$ cat config.mk
export PLATFORM = sky130hd
export DESIGN_NAME = dac_spi_receiver
export DESIGN_NICKNAME = d
export VERILOG_FILES = /design/src/rtl/dac_pkg.sv /design/src/rtl/dac_spi_sync.sv /design/src/rtl/dac_spi_receiver.sv
export SDC_FILE = /design/constraint.sdc
export NUM_CORES = 2
export LEC_CHECK = 0
export ABC_AREA = 1
export BUFFER_PORTS_ARGS = -buffer_cell sky130_fd_sc_hd__buf_2
export CORE_ASPECT_RATIO = 1.75
export CORE_MARGIN = 3
export CORE_UTILIZATION = 55
export CTS_CLUSTER_DIAMETER = 100
export CTS_CLUSTER_SIZE = 14
export DETAILED_ROUTE_END_ITERATION = 10
export PLACE_DENSITY = 0.75
export REMOVE_ABC_BUFFERS = 1
export SETUP_SLACK_MARGIN = 0.3
export SYNTH_ARGS = -nofsm -noshare
export SYNTH_HDL_FRONTEND = slang
export SYNTH_SLANG_ARGS = --single-unit
export TNS_END_PERCENT = 5
$ cat constraint.sdc
create_clock -name clk -period 24.3 [get_ports clk]
set_input_delay 3.645 -clock clk [delete_from_list [all_inputs] [get_ports clk]]
set_output_delay 3.645 -clock clk [all_outputs]
set_load 0.02 [all_outputs]
$ cat src/rtl/dac_pkg.sv
`default_nettype none
// ============================================================================
// Module   : dac_pkg
// Brief    : Shared constants and types for the DAC serial-bus receiver.
// Revision : 1.0 - initial release
// ============================================================================
package dac_pkg;

    localparam int DATA_W      = 12;
    localparam int CH_PER_CHIP = 8;
    localparam int N_CHIPS     = 3;
    localparam int FRAME_BITS  = 24;

    // Bit positions inside the dac_spi bus
    localparam int c_SPI_SCLK     = 0;
    localparam int c_SPI_SDI      = 1;
    localparam int c_SPI_SDO      = 2;
    localparam int c_SPI_LDAC_N   = 3;
    localparam int c_SPI_SYNC_LSB = 4;

    localparam logic [3:0] CMD_WR_IN  = 4'h0;
    localparam logic [3:0] CMD_UPD    = 4'h1;
    localparam logic [3:0] CMD_WR_UPD = 4'h3;

    typedef enum logic [1:0] {
        ERR_NONE      = 2'd0,
        ERR_BITS      = 2'd1,
        ERR_MULTI_SEL = 2'd2,
        ERR_ADDR      = 2'd3
    } err_code_e;

    typedef enum logic [1:0] {
        ST_IDLE  = 2'd0,
        ST_SHIFT = 2'd1,
        ST_CHECK = 2'd2
    } state_e;

endpackage
`default_nettype wire

$ cat src/rtl/dac_spi_sync.sv
`default_nettype none
// ============================================================================
// Module   : dac_spi_sync
// Brief    : Two-flop synchronizer with rise/fall detection for the DAC bus.
// Revision : 1.0 - initial release
// ============================================================================
module dac_spi_sync #(
    parameter int           W       = 7,
    parameter logic [W-1:0] RST_VAL = '0
) (
    input  logic         clk,
    input  logic         rst,
    input  logic [W-1:0] i_async,
    output logic [W-1:0] o_sync,
    output logic [W-1:0] o_rise,
    output logic [W-1:0] o_fall
);

    logic [W-1:0] r_meta_q;
    logic [W-1:0] r_sync_q;
    logic [W-1:0] r_prev_q;

    always_ff @(posedge clk or posedge rst) begin
        if (rst) begin
            r_meta_q <= RST_VAL;
            r_sync_q <= RST_VAL;
            r_prev_q <= RST_VAL;
        end else begin
            r_meta_q <= i_async;
            r_sync_q <= r_meta_q;
            r_prev_q <= r_sync_q;
        end
    end

    assign o_sync = r_sync_q;
    assign o_rise = r_sync_q & ~r_prev_q;
    assign o_fall = ~r_sync_q & r_prev_q;

endmodule
`default_nettype wire

$ cat src/rtl/dac_spi_receiver.sv
`default_nettype none
// ============================================================================
// Module   : dac_spi_receiver
// Brief    : Snoops a multi-chip DAC serial bus and rebuilds the DAC output codes.
// Revision : 1.0 - initial release
// ============================================================================
module dac_spi_receiver #(
    parameter int N_CHIPS     = dac_pkg::N_CHIPS,
    parameter int CH_PER_CHIP = dac_pkg::CH_PER_CHIP,
    parameter int DATA_W      = dac_pkg::DATA_W
) (
    input  logic                                  clk,
    input  logic                                  rst,
    input  logic [N_CHIPS+3:0]                    dac_spi,
    output logic [N_CHIPS*CH_PER_CHIP*DATA_W-1:0] dac_threshs_rb,
    output logic                                  frame_valid,
    output logic                                  frame_err,
    output logic [1:0]                            err_code
);
    import dac_pkg::*;

    localparam int c_N_CH   = N_CHIPS * CH_PER_CHIP;
    localparam int c_BUS_W  = N_CHIPS + 4;
    localparam int c_IDX_W  = $clog2(c_N_CH);
    localparam int c_CHIP_W = (N_CHIPS > 1) ? $clog2(N_CHIPS) : 1;
    localparam logic [c_BUS_W-1:0] c_BUS_IDLE = {{N_CHIPS{1'b1}}, 4'b1000};

    logic [c_BUS_W-1:0] w_bus, w_rise, w_fall;

    dac_spi_sync #(
        .W       (c_BUS_W),
        .RST_VAL (c_BUS_IDLE)
    ) u_sync (
        .clk     (clk),
        .rst     (rst),
        .i_async (dac_spi),
        .o_sync  (w_bus),
        .o_rise  (w_rise),
        .o_fall  (w_fall)
    );

    state_e                r_state_q, w_state_d;
    err_code_e             r_err_code_q, w_err_code_d;
    logic [c_CHIP_W-1:0]   r_chip_q, w_chip_d, w_start_chip;
    logic [FRAME_BITS-1:0] r_shift_q, w_shift_d;
    logic [4:0]            r_cnt_q, w_cnt_d;
    logic                  r_valid_q, w_valid_d;
    logic                  r_err_q, w_err_d;
    logic                  r_ldac_pend_q, w_ldac_pend_d;
    logic                  r_armed_q, w_armed_d;
    logic [1:0]            r_settle_q;
    logic [DATA_W-1:0]     r_in_q [c_N_CH];
    logic [DATA_W-1:0]     w_in_d [c_N_CH];
    logic [DATA_W-1:0]     r_out_q [c_N_CH];
    logic [DATA_W-1:0]     w_out_d [c_N_CH];

    logic [N_CHIPS-1:0] w_sync_fall, w_sync_rise, w_sel_mask;
    logic [3:0]         w_cmd, w_addr;
    logic [DATA_W-1:0]  w_data;
    logic [c_IDX_W-1:0] w_base, w_idx;
    logic               w_unused_bits;

    assign w_sync_fall = w_fall[c_SPI_SYNC_LSB +: N_CHIPS];
    assign w_sync_rise = w_rise[c_SPI_SYNC_LSB +: N_CHIPS];
    assign w_cmd       = r_shift_q[23:20];
    assign w_addr      = r_shift_q[19:16];
    assign w_data      = r_shift_q[15:4];
    assign w_base      = c_IDX_W'(r_chip_q) * c_IDX_W'(CH_PER_CHIP);
    assign w_idx       = w_base + c_IDX_W'(w_addr);
    assign w_unused_bits = ^{w_bus, w_rise, w_fall, r_shift_q[3:0]};

    always_comb begin
        w_sel_mask   = '0;
        w_start_chip = '0;
        for (int c = 0; c < N_CHIPS; c++) begin
            w_sel_mask[c] = (r_chip_q == c_CHIP_W'(c));
            if (w_sync_fall[c]) w_start_chip = c_CHIP_W'(c);
        end
    end

    // The bus is only trusted once the synchronizer holds real samples and every
    // select has been seen high, so a select held low across reset cannot open a frame.
    assign w_armed_d     = r_armed_q | (r_settle_q[1] & (&w_bus[c_SPI_SYNC_LSB +: N_CHIPS]));
    assign w_ldac_pend_d = w_fall[c_SPI_LDAC_N];

    always_comb begin
        w_state_d    = r_state_q;
        w_chip_d     = r_chip_q;
        w_shift_d    = r_shift_q;
        w_cnt_d      = r_cnt_q;
        w_valid_d    = 1'b0;
        w_err_d      = 1'b0;
        w_err_code_d = r_err_code_q;
        w_in_d       = r_in_q;
        w_out_d      = r_out_q;
        case (r_state_q)
            ST_IDLE: begin
                if (r_armed_q && (|w_sync_fall)) begin
                    if ($onehot(w_sync_fall)) begin
                        w_state_d = ST_SHIFT;
                        w_chip_d  = w_start_chip;
                        w_shift_d = '0;
                        w_cnt_d   = '0;
                    end else begin
                        w_err_d      = 1'b1;
                        w_err_code_d = ERR_MULTI_SEL;
                    end
                end
            end
            ST_SHIFT: begin
                if (w_rise[c_SPI_SCLK]) begin
                    w_shift_d = {r_shift_q[FRAME_BITS-2:0], w_bus[c_SPI_SDI]};
                    if (r_cnt_q != 5'd31) w_cnt_d = r_cnt_q + 5'd1;
                end
                if (|(w_sync_fall & ~w_sel_mask)) begin
                    w_state_d    = ST_IDLE;
                    w_err_d      = 1'b1;
                    w_err_code_d = ERR_MULTI_SEL;
                end else if (|(w_sync_rise & w_sel_mask)) begin
                    w_state_d = ST_CHECK;
                end
            end
            ST_CHECK: begin
                w_state_d = ST_IDLE;
                if (r_cnt_q != 5'(FRAME_BITS)) begin
                    w_err_d      = 1'b1;
                    w_err_code_d = ERR_BITS;
                end else if (32'(w_addr) >= CH_PER_CHIP) begin
                    w_err_d      = 1'b1;
                    w_err_code_d = ERR_ADDR;
                end else begin
                    w_valid_d    = 1'b1;
                    w_err_code_d = ERR_NONE;
                    case (w_cmd)
                        CMD_WR_IN: w_in_d[w_idx] = w_data;
                        CMD_WR_UPD: begin
                            w_in_d[w_idx]  = w_data;
                            w_out_d[w_idx] = w_data;
                        end
                        CMD_UPD: begin
                            for (int a = 0; a < CH_PER_CHIP; a++)
                                w_out_d[w_base + c_IDX_W'(a)] = r_in_q[w_base + c_IDX_W'(a)];
                        end
                        default: ;
                    endcase
                end
            end
            default: w_state_d = ST_IDLE;
        endcase
        // LDAC is applied one cycle late so a command finishing alongside it lands first
        if (r_ldac_pend_q) begin
            for (int k = 0; k < c_N_CH; k++) w_out_d[k] = w_in_d[k];
        end
    end

    always_ff @(posedge clk or posedge rst) begin
        if (rst) begin
            r_state_q     <= ST_IDLE;
            r_err_code_q  <= ERR_NONE;
            r_chip_q      <= '0;
            r_shift_q     <= '0;
            r_cnt_q       <= '0;
            r_valid_q     <= 1'b0;
            r_err_q       <= 1'b0;
            r_ldac_pend_q <= 1'b0;
            r_armed_q     <= 1'b0;
            r_settle_q    <= '0;
            r_in_q        <= '{default: '0};
            r_out_q       <= '{default: '0};
        end else begin
            r_state_q     <= w_state_d;
            r_err_code_q  <= w_err_code_d;
            r_chip_q      <= w_chip_d;
            r_shift_q     <= w_shift_d;
            r_cnt_q       <= w_cnt_d;
            r_valid_q     <= w_valid_d;
            r_err_q       <= w_err_d;
            r_ldac_pend_q <= w_ldac_pend_d;
            r_armed_q     <= w_armed_d;
            r_settle_q    <= {r_settle_q[0], 1'b1};
            r_in_q        <= w_in_d;
            r_out_q       <= w_out_d;
        end
    end

    generate
        for (genvar k = 0; k < c_N_CH; k++) begin : g_flat
            assign dac_threshs_rb[k*DATA_W +: DATA_W] = r_out_q[k];
        end
    endgenerate

    assign frame_valid = r_valid_q;
    assign frame_err   = r_err_q;
    assign err_code    = r_err_code_q;

endmodule
`default_nettype wire

---- Word level (Yosys, flattened, before mapping) ----
Cells that the tools add are included.
storage, ports and cells
  flip-flop bits (word level) ............. 638
  input port bits ......................... 9
  output and inout bits ................... 292
  word-level logic and storage cells ...... 247
operators by class
  add/subtract/negate cells ............... 11
  $lt $le $gt $ge ......................... 19
  equality and inequality tests ........... 18
  muxes and demuxes ....................... 92
  bitwise logic cells ..................... 18
  reduce and logical (&&, ||, !) cells .... 28
operator list
  kind                   number
  $bwmux W288            10
  $mux W288              8
  $pmux W288 S2          1
  $demux W12 S5          9
  $bmux W12 S5           8
  $mux W12               25
  $mux W24               3
  $ge A6 B6 Y1 const B   9
  $lt A6 B1 Y1 const B   9
  $not A5 Y6             9
  $pmux W24 S2           1
  $add A5 B3 Y5 const B  4
  $mux W2                10
  $mux W5                4
  $and A7 B7 Y7          2
  $ne A2 B2 Y1 const B   7
  $not A7 Y7             2
  $reduce_and A4 Y1      3
  $add A5 B1 Y5 const B  2
  $add A5 B2 Y5 const B  2
  $logic_and A1 B1 Y1    10
  $ne A5 B5 Y1 const B   2
  $pmux W5 S2            1
  $mux W1                9
  25 further kinds       36

---- Longest topological paths before layout ----
  depth in word-level cells ............... 18
  depth in mapped cells ................... 15
  depth with buffers taken out ............ 15

---- Cells and area by module ----
From an unflattened synthesis, not the netlist that was laid out.
unflattened totals
  cells, all modules ...................... 4677
  area total of the unflattened synthesis .. 33175.6 um^2
by module, submodules not included
  module            instances  cells an instance  area each (um^2)  sequential area each (um^2)
  dac_spi_receiver  1          4627               32526.2           15439.8
  dac_spi_sync      1          50                 649.4             540.5

---- Worst setup path before layout ----
No wires, ideal clock.
  kind .................................... register to output
  from .................................... reg r_out_q, in the netlist dac_threshs_rb[0]
  to ...................................... out dac_threshs_rb[0]
  arrival ................................. 0.425 ns
  required time ........................... 20.655 ns
  path slack .............................. 20.230 ns
  cell stages (with the launch flop) ...... 1
  path buffers ............................ 0
  cells stage by stage .................... dfrtp_1
RTL lines
  element                 line                     RTL
  from (decl)             dac_spi_receiver.sv:54   logic [DATA_W-1:0] r_out_q [c_N_CH];
  from (signal assigned)  dac_spi_receiver.sv:182  r_out_q <= w_out_d;
  to (decl)               dac_spi_receiver.sv:15   output logic [N_CHIPS*CH_PER_CHIP*DATA_W-1:0] dac_threshs_rb,
No word-level cell between the ends.

==> qor.log <==
INFO  run_status     outcome=finished, final reports clean
INFO  drt            drt-vias-per-instance=6.01
INFO  final_layout   filler_cell_count=5627
INFO  floorplan      ioPinCount=301
INFO  synth          synth-seq-area-share=0.480
INFO  synth          yosys.cell_types.count=34
INFO  setup_path     path_class=in2async
INFO  clock_network  cts_max_level=2
INFO  floorplan      floorplan.die_area=63300µm²
INFO  clock_network  worst_setup_hold_path_clk_slew=0.07ns
INFO  drt            detail_route.first_pass.iterations=7
INFO  global_route   number_of_antenna_violations_at_the_first_check_in_global_routing=0
INFO  global_route   global_route.overflow_total=0
INFO  final_layout   design.final.nets=4677
INFO  global_route   grt_pass1_wl=178000µm
INFO  place          placed_area=34300µm²
INFO  sta            rsz0062_at_grt=false
INFO  final_layout   finished_layout_cell_area=35700µm²
INFO  synth          syn-cell-area=33100µm²
INFO  clock_network  hold_buffers=0
INFO  floorplan      dieWidth=191µm
INFO  drt            drt_iter0_markers=4440
INFO  setup_path     critical_path.most_common_cell=sky130_fd_sc_hd__buf_4
INFO  clock_network  root_buffer=sky130_fd_sc_hd__clkbuf_16
INFO  clock_network  tritoncts.num_buffers=51
INFO  global_route   gr-usage-all-layers=0.360
INFO  place          dp_cells=5390
INFO  global_route   first_global_vias=31500
INFO  sta            timing.clock.skew=0.0331ns
INFO  sta            timing.final.crit_share=0.254
INFO  drt            drt_drc_violations_left=0
INFO  synth          syn-mean-instance-area=7.10µm²
INFO  final_layout   finished_layout_cells=5462
INFO  sta            setup-tns-final=0ns
INFO  floorplan      die_height=330µm
INFO  setup_path     critical_path_required_time=24.89ns
INFO  synth          ys_warn_count=0
INFO  power_and_ir_drop power.static_leakage=18.9nW
INFO  synth          synth_instances=4658
INFO  place          finalWeightedCongestion=0.885
INFO  setup_path     cpMaxStageDelayCell=sky130_fd_sc_hd__buf_4
INFO  sta            timing.slew.headroom=0.131
INFO  place          placement.io_buffers=299
INFO  sta            final_max_slew_viol_count=0
INFO  power_and_ir_drop worst_ir_drop_vdd=0.0717mV
INFO  clock_network  clockBufferDepth=3
INFO  synth          ys_seq_elements=634
INFO  sta            least_margin_pin_slew=1.30ns
INFO  drt            via_count=32800
INFO  setup_path     timing.critical_path.cells=buf_2 -> inv_8 -> buf_4 -> buf_12 -> buf_4
INFO  final_layout   layout-drive-gt1-share=0.105
INFO  floorplan      floorplan.initialDensity=0.558
INFO  clock_network  cts_tree=yes
INFO  flow_run       max_cap_violations=0
INFO  clock_network  cts_setup_buffers=0
INFO  setup_path     r2r.worst_path.cells=13
INFO  drt            detail-route-antenna-nets=0
INFO  sta            setup-violations-final=0
INFO  clock_network  clk-insertion-delay-late=0.62ns
INFO  place          post-dp-hpwl=67700µm
INFO  min_path       hp-class=reg2reg
INFO  floorplan      core_area=59400µm²
INFO  drt            wire_per_inst=21.3µm
INFO  sta            final_period_minus_worst_setup_slack=6.18ns
INFO  min_path       hold_path_depth=0
INFO  final_layout   n_antenna_cell=0
INFO  global_route   grt_start_max_net_pins=157
INFO  setup_path     end_kind=asynchronous set/reset pin
INFO  final_layout   layout-area-overhead-vs-synth=7.74%
INFO  setup_path     worst-path-max-fanout=144
INFO  setup_path     crit_arrival=6.77ns
INFO  setup_path     cp_slowest_stage_delay=0.87ns
INFO  clock_network  clock-sinks=634
INFO  power_and_ir_drop power_density=77.6nW/µm²
INFO  clock_network  cts_resized=0
INFO  floorplan      std_cell_rows=118
INFO  setup_path     crit_path_start_kind=input pin
INFO  drt            routed_wl=116000µm
INFO  sta            final_hold_viol_count=0
INFO  sta            fmax=162MHz
==> Yosys cell counts <==
master,number,area [µm²]
sky130_fd_sc_hd__a21boi_0,1,7.51
sky130_fd_sc_hd__a21oi_1,288,1440
sky130_fd_sc_hd__a21oi_2,1,8.76
sky130_fd_sc_hd__a41o_1,1,10.0
sky130_fd_sc_hd__buf_1,75,282
sky130_fd_sc_hd__buf_2,185,926
sky130_fd_sc_hd__buf_4,13,97.6
sky130_fd_sc_hd__buf_6,1,11.3
sky130_fd_sc_hd__clkbuf_1,121,454
sky130_fd_sc_hd__clkinv_1,2,7.51
sky130_fd_sc_hd__conb_1,1,3.75
sky130_fd_sc_hd__dfrtp_1,622,15600
sky130_fd_sc_hd__dfstp_2,12,315
sky130_fd_sc_hd__fa_1,1,20.0
sky130_fd_sc_hd__ha_1,4,50.1
sky130_fd_sc_hd__inv_1,47,176
sky130_fd_sc_hd__inv_2,33,124
sky130_fd_sc_hd__nand2_1,1834,6880
sky130_fd_sc_hd__nand2_2,2,12.5
sky130_fd_sc_hd__nand3_1,559,2800
sky130_fd_sc_hd__nand3b_1,1,7.51
sky130_fd_sc_hd__nand4_1,218,1360
sky130_fd_sc_hd__nand4_2,2,25.0
sky130_fd_sc_hd__nor2_1,593,2230
sky130_fd_sc_hd__nor2_2,15,93.8
sky130_fd_sc_hd__nor2_4,6,67.6
sky130_fd_sc_hd__nor3_1,2,10.0
sky130_fd_sc_hd__o2111ai_1,1,8.76
sky130_fd_sc_hd__o211ai_1,1,7.51
sky130_fd_sc_hd__o21a_1,1,7.51
sky130_fd_sc_hd__o21ai_0,12,60.1
sky130_fd_sc_hd__o22ai_1,1,6.26
sky130_fd_sc_hd__or2_2,1,6.26
sky130_fd_sc_hd__xor2_1,1,8.76
==> worst max-delay path: cells and delay by family <==
kind                   cells  cell delay (ns)
buffers and inverters      5             2.85
==> logic make-up after synthesis <==
kind of cell               count (synthesis)  share of synthesized area
DFF                                      634                      0.480
adders and majority gates                  5                    0.00212
and+or+nand+nor                         3233                      0.408
other                                      1                   0.000113
xor gates and xnor gates                   1                   0.000265
AOI/OAI and AO/OA                        307                     0.0471
buffers and inverters                    477                     0.0628
==> metal layers <==
metal / share of wire / track usage / vias to the layer above
li1: - / - / 15000
met1: 0.36 / 0.450 / 15300
met2: 0.47 / 0.588 / 2155
met3: 0.11 / 0.0721 / 427
met4: 0.057 / 0.196 / 0
met5: 0 / 0 / -
==> registers in the layout (all words and copies together) (netlist names) <==
register	cells
r_armed_q	1
frame_err	1
u_sync.o_sync	6
r_state_q	2
r_settle_q	2
frame_valid	1
err_code	2
u_sync.r_prev_q	5
r_in_q	288
r_shift_q	24
u_sync.r_meta_q	6
r_ldac_pend_q	1
r_cnt_q	5
dac_threshs_rb	288
r_chip_q	2
==> placed cells by master (no fill, tap or decap) <==
master / instances
sky130_fd_sc_hd__conb_1: 1
sky130_fd_sc_hd__inv_1: 46
sky130_fd_sc_hd__inv_8: 2
sky130_fd_sc_hd__dfrtp_4: 1
sky130_fd_sc_hd__nor3_1: 2
sky130_fd_sc_hd__a21boi_0: 1
sky130_fd_sc_hd__o22ai_1: 1
sky130_fd_sc_hd__fa_1: 1
sky130_fd_sc_hd__a41o_1: 1
sky130_fd_sc_hd__ha_1: 4
sky130_fd_sc_hd__xor2_1: 1
sky130_fd_sc_hd__nand3_1: 559
sky130_fd_sc_hd__clkinv_1: 2
sky130_fd_sc_hd__nor2_4: 18
sky130_fd_sc_hd__dfrtp_2: 12
sky130_fd_sc_hd__o2111ai_1: 1
sky130_fd_sc_hd__inv_2: 33
sky130_fd_sc_hd__nor2_2: 8
sky130_fd_sc_hd__dfstp_2: 12
sky130_fd_sc_hd__nor2_1: 588
sky130_fd_sc_hd__buf_12: 2
sky130_fd_sc_hd__nand4_2: 2
sky130_fd_sc_hd__dfrtp_1: 609
sky130_fd_sc_hd__clkbuf_16: 51
sky130_fd_sc_hd__buf_4: 46
sky130_fd_sc_hd__nand2_2: 2
sky130_fd_sc_hd__inv_6: 1
sky130_fd_sc_hd__o21ai_0: 12
sky130_fd_sc_hd__nand2_1: 1834
sky130_fd_sc_hd__a21oi_1: 288
sky130_fd_sc_hd__clkbuf_1: 19
sky130_fd_sc_hd__nand4_1: 218
sky130_fd_sc_hd__o211ai_1: 1
sky130_fd_sc_hd__or2_2: 1
sky130_fd_sc_hd__a21oi_4: 1
sky130_fd_sc_hd__buf_2: 299
sky130_fd_sc_hd__o21a_1: 1
sky130_fd_sc_hd__nand3b_1: 1
==> layout make-up <==
| type | instances | area (µm²) | area share |
|---|---|---|---|
| Clock inverter | 2 | 20.0 | 0.000561 |
| Multi-Input combinational cell | 3547 | 15200 | 0.427 |
| Inverter | 82 | 315 | 0.00884 |
| Sequential cell | 634 | 15900 | 0.446 |
| Tap cell | 780 | 976 | 0.0274 |
| Timing Repair Buffer | 347 | 1880 | 0.0528 |
| Clock buffer | 70 | 1350 | 0.0378 |
==> per-stage QoR <==
step,setup WS [ns],hold slack (ns),total power [mW],utilization
floorplan,2.92,0.331,1.66,-
global placement,17.37,0.332,1.99,0.578
detailed placement,17.36,0.336,1.99,0.578
CTS,17.99,0.344,2.76,0.601
global route,17.68,0.343,2.86,0.601
finish,18.12,0.340,2.77,0.601
==> power by group <==
part	total (mW)	internal, mW	leakage (nW)	switching, mW
Clock	0.776	0.383	0.661	0.393
Sequential	1.28	1.18	8.17	0.109
Combinational	0.705	0.169	10.1	0.537
Total	2.77	1.73	18.9	1.04
==> final timing paths <==
path	startpoint	slack (ns)	end
max	rst	18.12	r_in_q[197]$_DFF_PP0_
min	r_settle_q[0]$_DFF_PP0_	0.34	r_settle_q[1]$_DFF_PP0_
max reg2reg	r_cnt_q[0]$_DFFE_PP0P_	19.45	dac_threshs_rb[181]$_DFFE_PP0P_
min reg2reg	r_settle_q[0]$_DFF_PP0_	0.34	r_settle_q[1]$_DFF_PP0_
max in group clk	dac_threshs_rb[7]$_DFFE_PP0P_	19.37	dac_threshs_rb[7]
min in group asynchronous	rst	3.23	u_sync.r_meta_q[0]$_DFF_PP0_
(Power assumes the default switching activity.)
